`src/rtl/param_shift_register.sv`:
```
// WIDTH-bit shift register with single-step modes and a one-bit-per-cycle burst engine.
// Optional macro PSR_ROTATE_EN builds rotate modes 100/101; without it they hold.
module param_shift_register #(
   parameter int               WIDTH       = 8,
   parameter logic [WIDTH-1:0] RESET_VALUE = {WIDTH{1'b0}},
   parameter int               AMT_W       = $clog2(WIDTH+1)
) (
   input  logic             clk,
   input  logic             reset,
   input  logic             en,
   input  logic [2:0]       mode,
   input  logic [WIDTH-1:0] d,
   input  logic             sin,
   input  logic             start,
   input  logic [AMT_W-1:0] amt,
   input  logic             dir,
   output logic [WIDTH-1:0] q,
   output logic             sout_msb,
   output logic             sout_lsb,
   output logic             busy,
   output logic             done
);

   typedef enum logic {
      ST_IDLE  = 1'b0,
      ST_SHIFT = 1'b1
   } state_t;

   localparam logic [AMT_W-1:0] LP_WIDTH_AMT = AMT_W'(WIDTH);

   state_t           r_state;
   state_t           w_state_nxt;
   logic [WIDTH-1:0] r_q;
   logic [WIDTH-1:0] w_q_nxt;
   logic [AMT_W-1:0] r_cnt;
   logic [AMT_W-1:0] w_cnt_nxt;
   logic             r_dir;
   logic             w_dir_nxt;
   logic             r_busy;
   logic             w_busy_nxt;
   logic             r_done;
   logic             w_done_nxt;
   logic [AMT_W-1:0] w_amt_clamp;

   assign w_amt_clamp = (amt > LP_WIDTH_AMT) ? LP_WIDTH_AMT : amt;

   always_ff @(posedge clk) begin
      if (reset) begin
         r_state <= ST_IDLE;
         r_q     <= RESET_VALUE;
         r_cnt   <= '0;
         r_dir   <= 1'b0;
         r_busy  <= 1'b0;
         r_done  <= 1'b0;
      end else begin
         r_state <= w_state_nxt;
         r_q     <= w_q_nxt;
         r_cnt   <= w_cnt_nxt;
         r_dir   <= w_dir_nxt;
         r_busy  <= w_busy_nxt;
         r_done  <= w_done_nxt;
      end
   end

   always_comb begin
      w_state_nxt = r_state;
      w_q_nxt     = r_q;
      w_cnt_nxt   = r_cnt;
      w_dir_nxt   = r_dir;
      w_busy_nxt  = 1'b0;
      w_done_nxt  = 1'b0;
      case (r_state)
         ST_IDLE: begin
            // start takes precedence over any single-step operation
            if (start) begin
               w_dir_nxt = dir;
               w_cnt_nxt = w_amt_clamp;
               if (w_amt_clamp == '0) begin
                  w_done_nxt = 1'b1;
               end else begin
                  w_state_nxt = ST_SHIFT;
                  w_busy_nxt  = 1'b1;
               end
            end else if (en) begin
               case (mode)
                  3'b001:  w_q_nxt = d;
                  3'b010:  w_q_nxt = {r_q[WIDTH-2:0], sin};
                  3'b011:  w_q_nxt = {sin, r_q[WIDTH-1:1]};
`ifdef PSR_ROTATE_EN
                  3'b100:  w_q_nxt = {r_q[WIDTH-2:0], r_q[WIDTH-1]};
                  3'b101:  w_q_nxt = {r_q[0], r_q[WIDTH-1:1]};
`endif
                  3'b110:  w_q_nxt = {r_q[WIDTH-1], r_q[WIDTH-1:1]};
                  default: w_q_nxt = r_q;
               endcase
            end
         end
         ST_SHIFT: begin
            w_q_nxt   = r_dir ? {sin, r_q[WIDTH-1:1]} : {r_q[WIDTH-2:0], sin};
            w_cnt_nxt = r_cnt - 1'b1;
            if (r_cnt == AMT_W'(1)) begin
               w_state_nxt = ST_IDLE;
               w_done_nxt  = 1'b1;
            end else begin
               w_busy_nxt  = 1'b1;
            end
         end
         default: begin
            w_state_nxt = ST_IDLE;
         end
      endcase
   end

   assign q        = r_q;
   assign sout_msb = r_q[WIDTH-1];
   assign sout_lsb = r_q[0];
   assign busy     = r_busy;
   assign done     = r_done;

endmodule

```
`config.mk`:
```
export PLATFORM = sky130hd
export DESIGN_NAME = param_shift_register
export DESIGN_NICKNAME = d
export VERILOG_FILES = /design/src/rtl/param_shift_register.sv
export SDC_FILE = /design/constraint.sdc
export NUM_CORES = 1
export LEC_CHECK = 0
export ABC_AREA = 0
export CAP_MARGIN = 0
export CORE_MARGIN = 1
export CORE_UTILIZATION = 41
export CTS_CLUSTER_DIAMETER = 200
export DETAILED_ROUTE_END_ITERATION = 8
export HOLD_SLACK_MARGIN = 0.06
export PLACE_DENSITY = 0.84
export SETUP_SLACK_MARGIN = 0.4
export SLEW_MARGIN = 0
export SYNTH_ARGS = -nofsm -noshare
export SYNTH_HDL_FRONTEND = slang
export SYNTH_SLANG_ARGS = --single-unit
export TNS_END_PERCENT = 30
```
`constraint.sdc`:
```
create_clock -name clk -period 1.45 [get_ports clk]
set_input_delay 0.435 -clock clk [delete_from_list [all_inputs] [get_ports clk]]
set_output_delay 0.435 -clock clk [all_outputs]
set_load 0.01 [all_outputs]
```
## Word level (Yosys, flattened, before mapping)

Index checks and enable logic that the tools add are counted.

| word-level totals | value |
|---|---|
| input bits | 21 |
| flip-flop bits (word level) | 15 |
| output and inout port bits | 12 |

| cells by class | value |
|---|---|
| bitwise gates (word level) | 1 |
| magnitude comparators | 1 |
| equality and inequality tests | 11 |
| add/sub/neg operators | 1 |
| multiplexer cells | 16 |
| reductions and logical operators | 4 |

Operators with widths:

| kind | count |
|---|---|
| $pmux 8 s4 | 1 |
| $mux 8 | 3 |
| $pmux 8 s2 | 1 |
| $mux 4 | 2 |
| $ne 2x2->1 const B | 4 |
| $pmux 4 s2 | 1 |
| $eq 3x2->1 const B | 2 |
| $mux 1 | 6 |
| $ne 5x1->1 const B | 1 |
| $eq 4x1->1 const B | 1 |
| $gt 4x4->1 const B | 1 |
| $logic_not 4->1 | 1 |
| $ne 4x1->1 const B | 1 |
| $pmux 1 s2 | 2 |
| $reduce_and 4->1 | 1 |
| $sub 4x1->4 const B | 1 |
| $eq 3x1->1 const B | 1 |
| $eq 3x3->1 const B | 1 |
| $reduce_and 3->1 | 1 |
| $reduce_and 2->1 | 1 |
| $not 1->1 | 1 |

## Logic depth before layout (Yosys ltp)

Gate-level depths: netlist of run 1.

| depth | value |
|---|---|
| word-level depth | 6 |
| depth in mapped cells | 6 |

## Worst setup path after synthesis of run 1

No wires, ideal clock.

| timing path | value |
|---|---|
| kind | input port to flip-flop |
| start point | input mode[2] |
| end point | register r_q[0], in the netlist q[0] |
| required time | 1.328 ns |
| stages on the path | 5 |
| arrival time | 1.337 ns |
| setup slack | -0.010 ns |
| setup time | 0.122 ns |
| cells stage by stage | or4b_4 buf_6 a2bb2oi_2 o221ai_2 o22ai_1 |

| between the ends | value |
|---|---|
| word-level cells in the longest chain between the ends | 5 |
| elaborated cells between the ends (all ways) | 10 |

Ends and longest elaborated chain:

| item | line | RTL |
|---|---|---|
| start: declaration | 11 | `input logic [2:0] mode,` |
| $eq 3x3->1, or another cell as far along | 85 | `case (mode)` |
| $pmux 8 s4 | 85 |  |
| $mux 8 | 84 | `end else if (en) begin` |
| $mux 8 | 75 | `if (start) begin` |
| $pmux 8 s2 | 72 | `case (r_state)` |
| end signal: assignment | 57 | `r_q <= w_q_nxt;` |
| end: declaration | 33 | `logic [WIDTH-1:0] r_q;` |

Parallel ways exist; a longest one is shown, timed or not. The select of a mux whose other input is x is not followed.
A chain may end at the register's enable or synchronous reset.

==> results of run 1 <==
## power by group through the flow
stage / registers, uW / clock network (uW) / logic (uW)
floorplan: 503 / 0 / 209
global placement: 488 / 0 / 423
detailed placement: 488 / 0 / 439
CTS: 480 / 256 / 462
global route: 488 / 278 / 539
finish: 482 / 252 / 498
## worst max-delay path, stage by stage (launching register included)
cell	delay (ns)
dfxtp_2	0.35
or4b_4	0.62
a2bb2oi_2	0.17
o221ai_2	0.05
o22ai_1	0.09
## cell families (layout without fill, tap and decap cells)
group                      count (synthesis)  in the layout  share of synthesized area [%]
AOI/OAI and AO/OA                         44             44                           35.1
xor gates and xnor gates                   1              1                          0.861
adders and majority gates                  2              2                           2.46
buffers and inverters                     21             72                           9.84
DFF                                       15             15                           29.5
muxes                                      5              5                           5.04
and+or+nand+nor                           33             33                           17.2
## timing repair
| action | CTS | global route |
|---|---|---|
| setup buffers | 2 | 2 |
| hold buffers | 0 | 0 |
| pin swaps | 15 | 3 |
| setup endpoints to repair | 27 | 27 |
| resized for setup | 45 | 21 |
| gates cloned | 0 | 0 |
## through the flow
| step | total power (uW) | TNS, ns | cell area (sq um) | hold slack, ns |
|---|---|---|---|---|
| floorplan | 712 | 0 | 1020 | 0.449 |
| global placement | 911 | -6.12 | 1470 | 0.471 |
| detailed placement | 928 | -6.82 | 1470 | 0.487 |
| CTS | 1200 | 0 | 1570 | 0.505 |
| global route | 1300 | 0 | 1640 | 0.558 |
| finish | 1230 | 0 | 1640 | 0.509 |
## path summary, 6_finish.rpt
| kind | startpoint | to | slack (ns) |
|---|---|---|---|
| worst max-delay path | busy | q[0] | 0.05 |
| worst min register to register | r_cnt[2] | r_cnt[2] | 0.51 |
| worst min-delay path | r_cnt[2] | r_cnt[2] | 0.51 |
| worst max register to register | busy | q[0] | 0.05 |
## flip-flops by register name, summed over array words and instances (netlist names)
signal / flops
q: 8
r_dir: 1
r_cnt: 4
done: 1
busy: 1
## synthesized netlist by cell type (2+ instances only)
cell type	n	share of area, %
nand2_1	9	3.3
o32ai_1	6	5.2
ha_1	2	2.5
nor2_1	7	2.6
o211ai_1	5	3.7
o21ai_0	2	0.98
a21oi_1	6	3.0
nor2b_1	2	1.2
buf_2	2	0.98
nor3_1	3	1.5
mux2i_1	4	3.9
o221ai_1	12	10
inv_1	11	4.1
buf_4	3	2.2
nand2b_1	4	2.5
clkbuf_1	4	1.5
dfxtp_1	15	30
## final cells by class
class	instances	share of cell area [%]
clock inverters	1	0.306
well taps	28	2.14
repair buffers	57	30.4
multi-input cells	85	44.2
flip-flops and latches	15	19.1
clock buffers	3	1.38
inverters	11	2.52
## layer usage
metal | up-vias | part of all wire, %
met5 | - | 0
met4 | 0 | 0.48
met3 | 2 | 6.6
met2 | 54 | 54
met1 | 584 | 39
li1 | 568 | -
==> run summary, run 1 <==
status: completed
Cells after Synth: 121
root buf cell: clkbuf_4
first-pass GRT wire length: 4950 microns
maxcap violations: 0
min Tclk post-route: 1.40 ns
post-route ant nets: 0
share of cells above drive strength 1: 34.9%
Critical Path AT: 1.57 ns
Post-synth EDFFs: 0
Worst setup SP type: register
combinational share of power: 40.4%
Die W: 51.8 microns
Slew HR: 81.2%
n_diodes: 0
worst setup margin: 0.0529 ns
CTS max path bufs: 2
final hold vios: 0
global placement routability congestion: 0.916
TritonCTS Buffers: 3
CP Class: register to register
initial antenna violation count: 0
Core Box Area: 2280 sq um
Global Route Usage Sum: 25.0%
Synth Flop Type: dfxtp_1
area grow syn2layout: 60.9%
Tcrit/Tclk final: 96.4%
LEAKAGE: 0.000664 uW
H-tree levels: 1
Hold Path Depth: 1
hpwl dp: 2220 microns
DRT iter0 DRCs: 24
vias in the first global route: 1121
drt wl/cell: 15.6 microns
TritonCTS clock tree: built
HP Class: register to register
Fillers: 186
pin count of the biggest net entering global routing: 17
Clk pwr share: 20.5%
Int Power: 813 uW
Yosys warnings: 0
net load switching power: 419 uW
R2R cell count: 4
Nets: 196
Initial Util: 44.7%
leading cell types in the layout, fill and taps excluded: buf_4, clkdlybuf4s50_1, dlygate4sd2_1
syn_nets: 144
area of the multi-input gates: 723 sq um
Seq pwr share: 39.1%
fmax: 716 MHz
met3 GRT Util: 3.80%
worst clock skew: 0.00687 ns
die area: 2680 sq um
pwr/cell area: 753 nW/um^2
Unique masters post-synth: 41
Final Setup Violations: 0
Reg area: 313 sq um
commonest non-fill, non-tap cell in the layout: buf_4
clk slew on worst S/H paths: 0.10 ns
Die Y: 51.8 microns
final WL: 3120 microns
Critical Path Fanout Max: 7
Synth Area per Inst: 8.41 sq um
DRC viols: 0
sw frac: 34.0%
grt total ovfl: 0
RSZ-0062 raised after global routing: true
Rows: 17
Port Buffer Count: 32
Cell Area, Synth: 1020 sq um
later-pin clock latency in the skew report: 0.29 ns
sequential-to-total area share from yosys stat: 29.5%
DR pass1 iterations: 4
Placement Setup Slack: -0.624 ns
Via-to-Cell Ratio: 6.04
Slew Limit Fails: 0
worst slew pin tran: 0.281 ns
M2 GR Usage: 47.0%
number of clock sinks: 15
Post-synth ARST share: 0%
CP Capture Type: register
Max IR drop VDD: 567 uV
Synth Register Bits: 15
Top Ports: 33
Layout Utilization: 71.9%
most used routing layer: met2
grt met1 use: 27.8%
via count: 1208
cell count after placement: 192
post-route insts no fill: 200
worst path required time: 1.63 ns
No activity file was read; power rests on OpenSTA's default activity.
==> run 2, diff against run 1 <==
Settings changed: CORE_UTILIZATION 41 to 45, PLACE_DENSITY 0.84 to 0.87.
Clock period 1.45 ns to 1.3 ns, I/O delays scaled along.
==> run summary, run 2 (same netlist as run 1, synthesis figures left out) <==
status: finished, violations left
failing checks: setup timing
max incr delay on CP: 0.61 ns (about the same)
via count: 1196 (-0.99%)
global placement routability congestion: 0.850 (-7.2%)
Final Instance Area: 1670 sq um (+2.0%)
net load switching power: 475 uW (+13%)
die area: 2450 sq um (-8.6%)
pwr/cell area: 836 nW/um^2 (+11%)
area grow syn2layout: 64.1%
Top Ports: 33 (unchanged)
LEAKAGE: 0.000661 uW (-0.40%)
delay-heaviest family, CP: simple AND/OR/NAND/NOR gates
Fillers: 130 (-30%)
Nets: 197 (+0.51%)
Core Box Area: 2040 sq um (-10%)
Via-to-Cell Ratio: 5.98 (-0.99%)
RSZ-0062 raised after global routing: true
hpwl dp: 2230 microns (+0.48%)
DRT iter0 DRCs: 39 (+63%)
initial antenna violation count: 0 (unchanged)
Fin Setup TNS: -0.657 ns (-0.657 ns)
Worst Hold Slack: 0.516 ns (+0.00704 ns)
post-route insts no fill: 200 (unchanged)
n_diodes: 0 (unchanged)
post-route ant nets: 0 (unchanged)
TritonCTS Buffers: 3 (unchanged)
Final Setup Violations: 8 (+8)
Port Buffer Count: 32 (unchanged)
Tot Pwr: 1390 uW (+13%)
Slew HR: 79.7% (-1.5 points)
Worst Path Buf+Inv: 1 (+1)
number of clock sinks: 15 (unchanged)
R2R cell count: 4 (unchanged)
CP Capture Type: register
terminus of the critical flop-to-flop path: q[0]
Rows: 16 (-1)
leading cell types in the layout, fill and taps excluded: buf_4, clkdlybuf4s50_1, inv_1
DRC viols: 0 (unchanged)
Critical Path Fanout Max: 7 (unchanged)
Max IR drop VDD: 641 uV (+13%)
combinational share of power: 41.0% (+0.6 points)
share of cells above drive strength 1: 43.4% (+8.5 points)
RR Startpoint: busy
min Tclk post-route: 1.40 ns
drt wl/cell: 15.9 microns (+1.6%)
Int Power: 920 uW (+13%)
sw frac: 34.0% (about the same)
r2r setup slk: -0.09 ns (-0.14 ns)
root buf cell: clkbuf_4
cell count after placement: 195 (+1.6%)
worst slew pin tran: 0.304 ns (+0.0229 ns)
Max stage delay cell, worst path: or4b_4
final WL: 3170 microns (+1.6%)
maxcap violations: 0 (unchanged)
TritonCTS clock tree: built
Global Route Usage Sum: 27.1% (+2.1 points)
Seq pwr share: 38.8% (-0.3 points)
Hold Path Depth: 1 (unchanged)
Reg area: 312 sq um (-0.40%)
Die Y: 49.5 microns (-4.4%)
Initial Util: 49.8% (+5.1 points)
DP Area: 1500 sq um (+2.0%)
Endpoint, Worst Hold: r_cnt[2]
Tcrit/Tclk final: 108%
worst path required time: 1.48 ns (-0.15 ns)
Critical Path AT: 1.58 ns (about the same)
pin count of the biggest net entering global routing: 20 (+3)
# hold bufs at CTS: 0 (unchanged)
Slew Limit Fails: 0 (unchanged)
Worst setup SP type: input port
clk slew on worst S/H paths: 0.10 ns (about the same)
CTS max path bufs: 2 (unchanged)
HP Class: register to register
CP Class: input port to register
worst setup margin: -0.0995 ns (-0.152 ns)
later-pin clock latency in the skew report: 0.29 ns (about the same)
worst path cell trace: clkdlybuf4s15_1 > or4b_4 > a2bb2oi_2 > o221ai_2 > o22ai_1
max reg flops: 8 (unchanged)
H-tree levels: 1 (unchanged)
hold path start: r_cnt[2]
area of the multi-input gates: 737 sq um (+1.9%)
Die W: 49.5 microns (-4.4%)
final hold vios: 0 (unchanged)
worst clock skew: 0.00217 ns (-0.00470 ns)
vias in the first global route: 1197 (+6.8%)
first-pass GRT wire length: 5220 microns (+5.6%)
DR pass1 iterations: 4 (unchanged)
fmax: 715 MHz
grt total ovfl: 0 (unchanged)
Clk pwr share: 20.2% (-0.3 points)
commonest non-fill, non-tap cell in the layout: buf_4
## run 2: cell types whose count changed in the layout (fill, tap and decap cells not counted), sizes merged
cell / delta
clkbuf: +2
clkdlybuf4s15: +4
clkdlybuf4s50: -1
dlygate4sd2: -9
buf: +3
dlymetal6s2s: +2
## run 2: metrics by stage
stage               utilization [%]  worst slack (ns)
global route                   81.7            -0.128
finish                         81.7           -0.0995
detailed placement             73.5            -0.743
CTS                            79.8            -0.104
global placement               73.5            -0.637
floorplan                         -            -0.102
## run 2: per-layer routing
layer  track usage, %  vias to the layer above  routed length, microns
li1                 -                      568                       -
met1             33.4                      578                    1360
met2             48.4                       42                    1630
met3             3.40                        8                     132
met4             8.10                        0                      51
met5                0                        -                       0
## run 2: worst max path at each step
stage            start  endpoint  slack [ns]  cells after the start
3_5_place_dp   mode[0]      q[5]       -0.74                      6
4_1_cts           busy      q[0]       -0.10                      4
2_1_floorplan  mode[2]      q[0]       -0.10                      5
5_1_grt           busy      q[4]       -0.13                      3
6_report       mode[2]      q[0]        -0.1                      5
3_3_place_gp   mode[0]      q[3]       -0.64                      6
## run 2: power groups by stage
stage | Combinational [uW] | Sequential, uW | Clock [uW]
CTS | 542 | 536 | 284
global placement | 491 | 542 | 0
finish | 571 | 542 | 282
floorplan | 233 | 561 | 0
global route | 617 | 548 | 315
detailed placement | 508 | 545 | 0
## run 2: worst reg2reg max path, stage by stage (launching register included)
cell	delay (ns)
dfxtp_2	0.35
or4b_4	0.60
a2bb2oi_2	0.17
o221ai_2	0.06
o22ai_1	0.10
## run 2: timing repair
item | in CTS | in global routing
setup endpoints to repair | 27 | 27
buffers inserted | 1 | 0
cloned | 0 | 0
endpoints found under the hold margin | 0 | 0
pin swaps | 8 | 2
resized for setup | 66 | 26
## run 2: layout make-up
type	instances	area share [%]
flip-flops and latches	15	18.7
clock buffers	3	1.35
clock inverters	1	0.300
well taps	27	2.02
repair buffers	58	31.0
inverters	11	2.47
multi-input cells	85	44.2
==> run 3, diff against run 2 <==
Settings changed: CELL_PAD_IN_SITES_DETAIL_PLACEMENT set to 1, CELL_PAD_IN_SITES_GLOBAL_PLACEMENT set to 1, CORE_UTILIZATION 45 to 33, PLACE_DENSITY 0.87 to 0.88, SLEW_MARGIN 0 to unset.
==> run summary, run 3 (same netlist as run 1, synthesis figures left out) <==
Worst setup SP type: input port
Layout Utilization: 60.1% (-22 points)
H-tree levels: 1 (unchanged)
root buf cell: clkbuf_4
first-pass GRT wire length: 6540 microns (+25%)
area grow syn2layout: 67.0%
max incr delay on CP: 0.57 ns (-0.04 ns)
Worst Path Buf+Inv: 1 (unchanged)
vias in the first global route: 1371 (+15%)
Nets: 203 (+3.0%)
post-route ant nets: 0 (unchanged)
pwr/cell area: 848 nW/um^2 (+1.5%)
Port Buffer Count: 32 (unchanged)
commonest non-fill, non-tap cell in the layout: buf_4
TritonCTS Buffers: 3 (unchanged)
# hold bufs at CTS: 0 (unchanged)
share of cells above drive strength 1: 41.9% (-1.5 points)
TritonCTS clock tree: built
final WL: 4020 microns (+27%)
Via-to-Cell Ratio: 6.14 (+2.6%)
failing checks: DRC, setup timing
drt wl/cell: 19.1 microns (+21%)
number of clock sinks: 15 (unchanged)
Rows: 19 (+3)
max reg flops: 8 (unchanged)
Critical Path AT: 1.58 ns (about the same)
Slew HR: 76.9% (-2.8 points)
Core Box Area: 2830 sq um (+39%)
Slew Limit Fails: 0 (unchanged)
worst slew pin tran: 0.345 ns (+0.0412 ns)
Top Ports: 33 (unchanged)
maxcap violations: 0 (unchanged)
Die Y: 57.5 microns (+16%)
Fillers: 332 (+160%)
r2r setup slk: -0.09 ns (about the same)
via count: 1289 (+7.8%)
CP Capture Type: register
clk slew on worst S/H paths: 0.10 ns (about the same)
delay-heaviest family, CP: simple AND/OR/NAND/NOR gates
worst path cell trace: clkdlybuf4s15_1 > or4b_4 > o221ai_1 > o32ai_2
Critical Path Fanout Max: 7 (unchanged)
Tcrit/Tclk final: 108% (about the same)
pin count of the biggest net entering global routing: 15 (-25%)
min Tclk post-route: 1.40 ns (-0.00124 ns)
Max IR drop VDD: 494 uV (-23%)
n_diodes: 0 (unchanged)
Max stage delay cell, worst path: or4b_4
Final Setup Violations: 11 (+3)
CP Class: input port to register
leading cell types in the layout, fill and taps excluded: buf_4, clkdlybuf4s50_1, inv_1
hpwl dp: 2720 microns (+22%)
status: finished, violations left
Die W: 57.5 microns (+16%)
CTS max path bufs: 2 (unchanged)
Global Route Usage Sum: 26.5% (-0.63 points)
die area: 3310 sq um (+35%)
initial antenna violation count: 0 (unchanged)
fmax: 715 MHz (about the same)
worst path required time: 1.49 ns (about the same)
final hold vios: 0 (unchanged)
worst clock skew: 0.000779 ns (-0.00139 ns)
worst setup margin: -0.0983 ns (+0.00124 ns)
grt total ovfl: 0 (unchanged)
RSZ-0062 raised after global routing: true
HP Class: register to register
LEAKAGE: 0.000674 uW (+2.0%)
DRC viols: 3 (+3)
global placement routability congestion: 0.892 (+5.0%)
DR pass1 iterations: 8 (+4)
later-pin clock latency in the skew report: 0.30 ns (about the same)
Fin Setup TNS: -0.478 ns (+0.179 ns)
DRT iter0 DRCs: 53 (+36%)
Initial Util: 36.0% (-14 points)
[run 3: cell count changes in the layout (fill, tap and decap cells not counted), sizes merged]
| cell | change |
|---|---|
| buf | +7 |
| clkbuf | -2 |
| dlymetal6s2s | -2 |
| clkdlybuf4s15 | +1 |
| clkdlybuf4s50 | +1 |
| dlygate4sd2 | +1 |
[run 3: cell type report]
cell class,count,area [sq um],share of cell area [%]
tap,31,38.8,2.28
sequential,15,309,18.2
timing repair buffer,64,571,33.6
clock buffer,3,22.5,1.33
clock inverter,1,5.00,0.295
multi-input combinational,85,712,41.9
inverter,11,41.3,2.43
[run 3: where the power goes]
group / internal [uW] / total, uW / switching (uW)
clock: 115 / 293 / 179
combinational: 315 / 606 / 291
sequential: 505 / 542 / 36.8
total: 935 / 1440 / 506
[run 3: timing repair]
action / CTS / global route
gates resized for setup: 73 / 13
endpoints found under the hold margin: 0 / 0
setup endpoints to repair: 27 / 27
pin swaps: 9 / 1
buffers inserted: 3 / 0
[run 3: worst register-to-register path: cells and delay by family (launching register included)]
kind            cells  cell delay [ns]
compound gates      2             0.36
flops               1             0.36
simple gates        1             0.56
[run 3: path summary, 6_finish.rpt]
check | startpoint | to | cells after the start
hold / removal | r_cnt[2] | r_cnt[2] | 1
setup / recovery | mode[1] | q[3] | 4
setup reg to reg | busy | q[3] | 3
hold reg to reg | r_cnt[2] | r_cnt[2] | 1
[run 3: per-layer routing]
layer  up-vias  global-route usage (%)  part of all wire (%)
met1       638                    29.9                    39
met5         -                       0                     0
met4         0                    13.6                   3.8
li1        584                       -                     -
met3        17                    4.54                   3.9
met2        50                    47.3                    54
[run 3: stage by stage]
step | instance area (sq um) | worst slack (ns) | total power [uW] | std cells | hold slack [ns]
after global routing | 1700 | -0.106 | 1520 | 210 | 0.554
after floorplan | 1020 | -0.102 | 794 | 121 | 0.449
after CTS | 1680 | -0.0668 | 1420 | 210 | 0.505
final | 1700 | -0.0983 | 1440 | 210 | 0.498
after global placement | 1540 | -0.675 | 1050 | 203 | 0.465
after detailed placement | 1540 | -0.720 | 1080 | 203 | 0.489
